$ cat config.mk
export PLATFORM = sky130hd
export DESIGN_NAME = uart_tx_serializer
export DESIGN_NICKNAME = d
export VERILOG_FILES = /design/src/rtl/uart_pkg.sv /design/src/rtl/uart_tx_serializer.sv
export SDC_FILE = /design/constraint.sdc
export NUM_CORES = 1
export LEC_CHECK = 0
export CAP_MARGIN = 40
export CORE_MARGIN = 8
export CORE_UTILIZATION = 57
export DETAILED_ROUTE_END_ITERATION = 12
export PLACE_DENSITY = 0.91
export REMOVE_ABC_BUFFERS = 1
export SYNTH_ARGS = -nofsm -noshare
export SYNTH_HDL_FRONTEND = slang
export SYNTH_SLANG_ARGS = --single-unit
$ cat constraint.sdc
create_clock -name Clock -period 6.8 [get_ports Clock]
set_input_delay 0.68 -clock Clock [delete_from_list [all_inputs] [get_ports Clock]]
set_output_delay 0.68 -clock Clock [all_outputs]
set_load 0.005 [all_outputs]
$ cat src/rtl/uart_pkg.sv
// Shared types, constants and the frame-length helper for the UART Tx path.
package uart_pkg;

  typedef enum logic [1:0] {IDLE, WAIT, SHIFT, DONE} tx_state_e;

  localparam logic [1:0] PAR_NONE0 = 2'b00;
  localparam logic [1:0] PAR_ODD   = 2'b01;
  localparam logic [1:0] PAR_EVEN  = 2'b10;
  localparam logic [1:0] PAR_NONE1 = 2'b11;

  localparam int FRAME_W = 11;
  localparam int MAX_LEN = 12;

  // On-air bits: start + data(7/8) + optional parity + stop(1/2), range 9..12.
  function automatic logic [3:0] frame_len(input logic [1:0] parity_type,
                                           input logic       data_length,
                                           input logic       stop_bits);
    logic par_en;
    par_en = (parity_type == PAR_ODD) || (parity_type == PAR_EVEN);
    return 4'd9 + {3'b000, data_length} + {3'b000, par_en} + {3'b000, stop_bits};
  endfunction

endpackage

$ cat src/rtl/uart_tx_serializer.sv
// Captures an 11-bit frame on Send and shifts it out LSB-first, one bit per BaudTick; DataOut is registered (1 cycle after tick).
// Send is ignored while Busy (not queued); optional idle Break input when UART_TX_BREAK_EN is defined.
module uart_tx_serializer
  import uart_pkg::*;
#(
  parameter int FRAME_W = uart_pkg::FRAME_W,
  parameter int CNT_W   = 4
) (
  input  logic               Clock,
  input  logic               ResetN,
  input  logic               BaudTick,
  input  logic               Send,
  input  logic [FRAME_W-1:0] FrameIn,
  input  logic [1:0]         ParityType,
  input  logic               DataLength,
  input  logic               StopBits,
  output logic               DataOut,
  output logic               Busy,
  output logic               Done
`ifdef UART_TX_BREAK_EN
  ,
  input  logic               Break
`endif
);

  tx_state_e          state_q, state_d;
  logic [FRAME_W-1:0] shift_q, shift_d;
  logic [CNT_W-1:0]   len_q, len_d;
  logic [CNT_W-1:0]   cnt_q, cnt_d;
  logic [CNT_W-1:0]   cnt_inc;
  logic               dout_q, dout_d;
  logic               busy_q, busy_d;
  logic               done_q, done_d;

  always_comb begin
    state_d = state_q;
    shift_d = shift_q;
    len_d   = len_q;
    cnt_d   = cnt_q;
    dout_d  = dout_q;
    busy_d  = busy_q;
    done_d  = 1'b0;
    cnt_inc = cnt_q + CNT_W'(1);

    case (state_q)
      IDLE: begin
        dout_d = 1'b1;
        busy_d = 1'b0;
`ifdef UART_TX_BREAK_EN
        if (Break) begin
          dout_d = 1'b0;
          busy_d = 1'b1;
        end else
`endif
        if (Send) begin
          shift_d = FrameIn;
          len_d   = CNT_W'(frame_len(ParityType, DataLength, StopBits));
          cnt_d   = '0;
          busy_d  = 1'b1;
          state_d = WAIT;
        end
      end

      // A tick coincident with capture is already consumed by IDLE, so the start bit waits here.
      WAIT: begin
        if (BaudTick) begin
          dout_d  = shift_q[0];
          state_d = SHIFT;
        end
      end

      SHIFT: begin
        if (BaudTick) begin
          cnt_d = cnt_inc;
          if (cnt_inc < len_q) begin
            // Fill with mark so bit positions beyond the frame come out as stop bits.
            shift_d = {1'b1, shift_q[FRAME_W-1:1]};
            dout_d  = shift_q[1];
          end else begin
            dout_d  = 1'b1;
            busy_d  = 1'b0;
            done_d  = 1'b1;
            state_d = DONE;
          end
        end
      end

      DONE: begin
        state_d = IDLE;
      end

      default: state_d = IDLE;
    endcase
  end

  always_ff @(posedge Clock or negedge ResetN) begin
    if (!ResetN) begin
      state_q <= IDLE;
      shift_q <= '1;
      len_q   <= CNT_W'(MAX_LEN);
      cnt_q   <= '0;
      dout_q  <= 1'b1;
      busy_q  <= 1'b0;
      done_q  <= 1'b0;
    end else begin
      state_q <= state_d;
      shift_q <= shift_d;
      len_q   <= len_d;
      cnt_q   <= cnt_d;
      dout_q  <= dout_d;
      busy_q  <= busy_d;
      done_q  <= done_d;
    end
  end

  assign DataOut = dout_q;
  assign Busy    = busy_q;
  assign Done    = done_q;

endmodule
==> results_dict.tcl, run 1 <==
set metrics [dict create \
    top_layer "met4" \
    fin_nets 168 \
    routed_wl_mm 2.67 \
    gp_congestion 0.883 \
    ctsResizeCount 0 \
    place_area_mm2 0.00163 \
    clk_latency_ps 320 \
    maxSlewHeadroom 0.399 \
    yosysTopAreaCell "dfstp_2" \
    path_max_fanout 25 \
    drive_above_1_share 0.353 \
    fin_crit_ps 2790 \
    hold_violations 0 \
    p_seq_frac 0.370 \
    clk_path_buf_depth 2 \
    critical_path.max_stage_delay_ps 760 \
    worst_clock_skew_ps 9.42 \
    final.period_utilization 0.411 \
    internal_power_uw 459 \
    portBuffers 21 \
    synth_ff_type "dfstp_2" \
    synthTopCellsByArea "dfstp_2 (25%), dfrtp_1 (18%), mux2_2 (12%)" \
    synth_edf_count 0 \
    pin_count 22 \
    die_y_um 65.2 \
    netlist-cell-type-count 34 \
    p_sw_uw 251 \
    wl_met1_mm 1.16 \
    power_uw 710 \
    grt_antenna_before_repair 0 \
    async_flop_share 1.00 \
    area_delta_synth_final_pct 20.3 \
    clk_pin_slew_ps 130 \
    grt_pass1_wl_mm 4.60 \
    syn_inst 117 \
    ir_worst_vdd_mv 0.264 \
    end_kind "register" \
    clkPwrFrac 0.091 \
    ctsHoldBuffers 0 \
    grt_setup_unrepaired "false" \
    synth_top_area_share 0.248 \
    power_frac_comb 0.539 \
    antenna_left 0 \
    crit_arrival_ps 3050 \
    tightest_slew_ps 902 \
    slowest_stage "ha_1" \
    drt-vias-per-instance 5.63 \
    grt_pass1_vias 1049 \
    drv_slew 0 \
    final_area_mm2 0.00166 \
    htreeDepth 1 \
    die-area_mm2 0.00425 \
    synthTopCellsByCount "mux2_2 (15), dfstp_2 (13), dfrtp_1 (10), inv_1 (10)" \
    setup_viol 0 \
    initial_core_util 0.578 \
    hpwlAfterDp_mm 2.05 \
    max-cap-violations 0 \
    crit_chain "inv_1 > ha_1 > o21ai_1 > a311oi_2 > buf_4 > mux2_4" \
    hold_path.class "reg2reg" \
    ys.warnings.count 0 \
    leakage_nw 0.728 \
    utilization 0.695 \
    overflow 0 \
    status "finished, final reports clean" \
    numCtsBuffers 3 \
    crit_required_ps 7050 \
    synth.most_common_cell "mux2_2" \
    setup_tns_ps 0 \
    wl_met3_um 112 \
    cp-start-kind "register" \
    num_rows 18 \
    cts.sinks 23 \
    cts_tree "done" \
    syn_area_mm2 0.00138 \
    path_class "reg2reg" \
    yosysSeqAreaShare 0.429 \
    drtPass1Iterations 4 \
    dr_wl_met2_mm 1.34 \
    grt_start_max_net_pins 26 \
    drt_iter0_markers 29 \
    p_per_area_mw_per_mm2 428 \
    die_w_um 65.2 \
    cts_setup_buffers 0 \
    p_sw_frac 0.354 \
    n_antenna_cell 0 \
    via_count 952 \
    groute.usage.overall 0.137 \
    cts_root_buffer "clkbuf_4" \
    ys_seq_elements 23 \
    syn-mean-instance-area_um2 11.8 \
    drc_errors 0 \
    coreArea_mm2 0.00239 \
    post_drt_wl_per_cell_um 15.8 \
    fmaxAchievable_mhz 358 \
]
-- cells in the final DEF, fill, tap and decap left out, types with 2 or more instances in the layout --
| cell type | instances |
|---|---|
| a21oi_1 | 4 |
| a22o_1 | 2 |
| a31oi_1 | 2 |
| clkbuf_4 | 3 |
| clkdlybuf4s50_1 | 21 |
| dfrtp_1 | 10 |
| dfstp_2 | 13 |
| ha_1 | 9 |
| inv_1 | 10 |
| mux2_2 | 15 |
| mux2_4 | 9 |
| nand2_1 | 6 |
| nand2b_1 | 2 |
| nand3_1 | 3 |
| nor2_1 | 4 |
| o21ai_0 | 6 |
-- cell type report --
cell class | instances | area (um2)
clock buffers | 4 | 26.3
fillers | 180 | 727
inverters | 10 | 37.5
multi-input cells | 79 | 722
flip-flops and latches | 23 | 592
well taps | 30 | 37.5
repair buffers | 23 | 245
-- metrics by stage --
step / cells / hold slack [ps] / setup WS (ps)
floorplan: 112 / 384 / 4120
global placement: 163 / 489 / 3780
finish: 169 / 512 / 4010
global route: 169 / 524 / 3800
CTS: 169 / 516 / 4000
detailed placement: 165 / 487 / 4020
-- power groups by stage --
stage                     Sequential, mW  Combinational, mW  Clock, mW
final                              0.263              0.383     0.0645
after global routing               0.269              0.416     0.0726
after CTS                          0.262              0.387     0.0665
after detailed placement           0.264              0.384          0
after global placement             0.260              0.360          0
after floorplan                    0.253              0.298          0
-- worst paths after layout --
check	to	startpoint	slack [ps]	cells past startpoint
max in group asynchronous	shift_q[5]	ResetN	5650	2
max reg2reg	shift_q[6]	state_q[0]	4010	6
min in group asynchronous	cnt_q[1]	ResetN	640	1
max	shift_q[6]	state_q[0]	4010	6
min	len_q[0]	len_q[0]	510	1
min reg2reg	len_q[0]	len_q[0]	510	1
-- flip-flops by register name, indices dropped and copies added, names as in the netlist --
| name | cells |
|---|---|
| cnt_q | 4 |
| Busy | 1 |
| shift_q | 11 |
| state_q | 2 |
| DataOut | 1 |
| Done | 1 |
| len_q | 3 |
-- kinds of logic (layout without fill, tap and decap cells) --
kind of cell / after synthesis / count (layout) / synth area share
DFF: 23 / 23 / 0.429
muxes: 25 / 25 / 0.228
and+or+nand+nor: 19 / 19 / 0.0707
adders and majority gates: 9 / 9 / 0.0816
AOI/OAI and AO/OA: 23 / 23 / 0.119
buffers and inverters: 15 / 37 / 0.0481
xor gates and xnor gates: 3 / 3 / 0.0245
-- routing by layer --
metal | vias up | GRT usage
met3 | 5 | 0.0408
met2 | 27 | 0.231
met1 | 457 | 0.150
met5 | - | 0
li1 | 463 | -
met4 | 0 | 0.0736
-- critical path, delay by kind of cell, from the launching register on --
family                     cells  cell delay [ps]
AOI/OAI and AO/OA              2              850
adders and majority gates      1              760
buffers and inverters          2              390
DFF                            1              410
muxes                          1              320
No activity file was read; power rests on OpenSTA's default activity.
==> inputs of run 2 (changes only) <==
--- a/config.mk
+++ b/config.mk
@@ -7,9 +7,9 @@
 export LEC_CHECK = 0
 export CAP_MARGIN = 40
 export CORE_MARGIN = 8
-export CORE_UTILIZATION = 57
+export CORE_UTILIZATION = 53
 export DETAILED_ROUTE_END_ITERATION = 12
-export PLACE_DENSITY = 0.91
+export PLACE_DENSITY = 0.86
 export REMOVE_ABC_BUFFERS = 1
 export SYNTH_ARGS = -nofsm -noshare
 export SYNTH_HDL_FRONTEND = slang
==> constraint.sdc (replaced) <==
create_clock -name Clock -period 2.72 [get_ports Clock]
set_input_delay 0.272 -clock Clock [delete_from_list [all_inputs] [get_ports Clock]]
set_output_delay 0.272 -clock Clock [all_outputs]
set_load 0.005 [all_outputs]
==> run 2 against run 1 <==
Compared with the run above:
- critical path depth up 2
- cell count up 1.2%
- non-clock buffer count up 2
- design area down 0.23%
- sequential share of layout area up 0.081 points
- largest cell class unchanged
- clock-buffer cell count down 1
- worst hold slack worse by 120 ps
- total power rose to 2.5 times the previous value
- global-route usage down 0.44 points
- core utilization down 2.7 points
- clock skew down 0.56 ps
==> results_dict.tcl, run 2 (synthesis gave the netlist of run 1 again) <==
set metrics [dict create \
    drive_above_1_share 0.369 \
    pin_count 22 \
    power_mw 1.78 \
    clk_pin_slew_ps 140 \
    ctsResizeCount 0 \
    hpwlAfterDp_mm 2.09 \
    final_common_cell "clkdlybuf4s50_1" \
    drc_errors 0 \
    n_antenna_cell 0 \
    overflow 0 \
    crit_top_cell "ha_1" \
    fin_nets 170 \
    portBuffers 21 \
    status "finished, final reports clean" \
    slowest_stage "dfrtp_1" \
    via_count 969 \
    grt_pass1_wl_mm 4.65 \
    die_w_um 67.0 \
    grt_start_max_net_pins 19 \
    coreArea_mm2 0.00248 \
    critical_path.max_stage_delay_ps 470 \
    grt_pass1_vias 1030 \
    regArea_um2 592 \
    hold_path.class "in2async" \
    p_sw_frac 0.351 \
    p_sw_uw 625 \
    cts_tree "done" \
    num_rows 18 \
    fmaxAchievable_mhz 416 \
    clk_latency_ps 310 \
    final.period_utilization 0.884 \
    post_drt_wl_per_cell_um 15.4 \
    grt_setup_unrepaired "false" \
    holdWs_ps 394 \
    numCtsBuffers 3 \
    clk_path_buf_depth 2 \
    max-cap-violations 0 \
    cts_root_buffer "clkbuf_4" \
    setup_tns_ps 0 \
    grt_antenna_before_repair 0 \
    most-common-layout-cells "clkdlybuf4s50_1 (21), mux2_2 (15), dfstp_2 (13)" \
    tightest_slew_ps 773 \
    cts.sinks 23 \
    htreeDepth 1 \
    drtPass1Iterations 4 \
    largest_register_ffs 11 \
    worst_clock_skew_ps 8.87 \
    clkPwrFrac 0.090 \
    maxSlewHeadroom 0.483 \
    initial_core_util 0.557 \
    end_kind "register" \
    path_max_fanout 11 \
    fin_crit_ps 2410 \
    internal_power_mw 1.15 \
    fillers 195 \
    area_delta_synth_final_pct 20.0 \
    setup_viol 0 \
    leakage_nw 0.734 \
    top_register "shift_q" \
    crit_arrival_ps 2660 \
    crit_required_ps 2980 \
    power_frac_comb 0.540 \
    ctsHoldBuffers 0 \
    gp_congestion 0.812 \
    drt_iter0_markers 69 \
    groute.usage.overall 0.132 \
    cts_setup_buffers 0 \
    drt-vias-per-instance 5.67 \
    ir_worst_vdd_mv 0.710 \
    drv_slew 0 \
    cp-start-kind "register" \
    die_y_um 67.0 \
    antenna_left 0 \
    routed_wl_mm 2.64 \
    p_per_area_mw_per_mm2 1070 \
    reg_top3 "shift_q x11, cnt_q x4, len_q x3" \
    multiInputGateArea_um2 722 \
    die-area_mm2 0.00449 \
    crit_chain "ha_1 > xor2_1 > ha_1 > a21oi_1 > o21ai_2 > a311oi_2 > buf_4 > mux2_2" \
    p_seq_frac 0.370 \
    path_class "reg2reg" \
    hold_violations 0 \
]
-- run 2: changes by cell type in the layout (fill, tap and decap cells not counted), sizes merged --
cell / previous run / this run
clkinv: 0 / 1
buf: 2 / 4
clkbuf: 4 / 3
-- run 2: stage by stage --
step                      instances  instance area, um2  setup slack (ps)   util
after floorplan                 112                1350              41.1      -
after global placement          167                1630               408  0.658
after detailed placement        167                1630               327  0.658
after CTS                       171                1660               296  0.669
after global routing            171                1660               176  0.669
final                           171                1660               315  0.669
-- run 2: path summary, 6_finish.rpt --
kind                            cells past startpoint          to      from  slack [ps]
worst min-delay path                                1        Done    ResetN         390
worst max-delay path                                8  shift_q[1]  cnt_q[0]         310
min in group Clock                                  2     DataOut   DataOut         520
max in group asynchronous                           2  shift_q[3]    ResetN        1660
worst max register to register                      8  shift_q[1]  cnt_q[0]         310
worst min register to register                      2     DataOut   DataOut         520
-- run 2: layout make-up --
class	count	share of cell area
multi-input combinational	79	0.436
sequential	23	0.357
timing repair buffer	25	0.145
inverter	10	0.0227
tap	30	0.0227
clock buffer	3	0.0136
clock inverter	1	0.00302
-- run 2: critical path, delay by kind of cell (launching register included) --
| family | cells | cell delay, ps |
|---|---|---|
| XOR/XNOR | 1 | 160 |
| adder cells (fa/ha/maj) | 2 | 560 |
| multiplexers | 1 | 350 |
| AO/OA/AOI/OAI | 3 | 560 |
| buffers and inverters | 1 | 270 |
| flip-flops | 1 | 470 |
-- run 2: routing by layer --
layer	share of wire	wire (um)	GRT usage
met4	0.0042	11	0.0392
met5	0	0	0
met1	0.46	1210	0.167
met3	0.043	113	0.0252
met2	0.49	1300	0.221
-- run 2: power by group through the flow --
stage               Combinational [mW]  Sequential, mW  Clock, mW
global route                      1.06           0.677      0.181
global placement                 0.923           0.652          0
detailed placement               0.972           0.661          0
floorplan                        0.744           0.632          0
CTS                              0.971           0.658      0.165
finish                           0.962           0.658      0.160
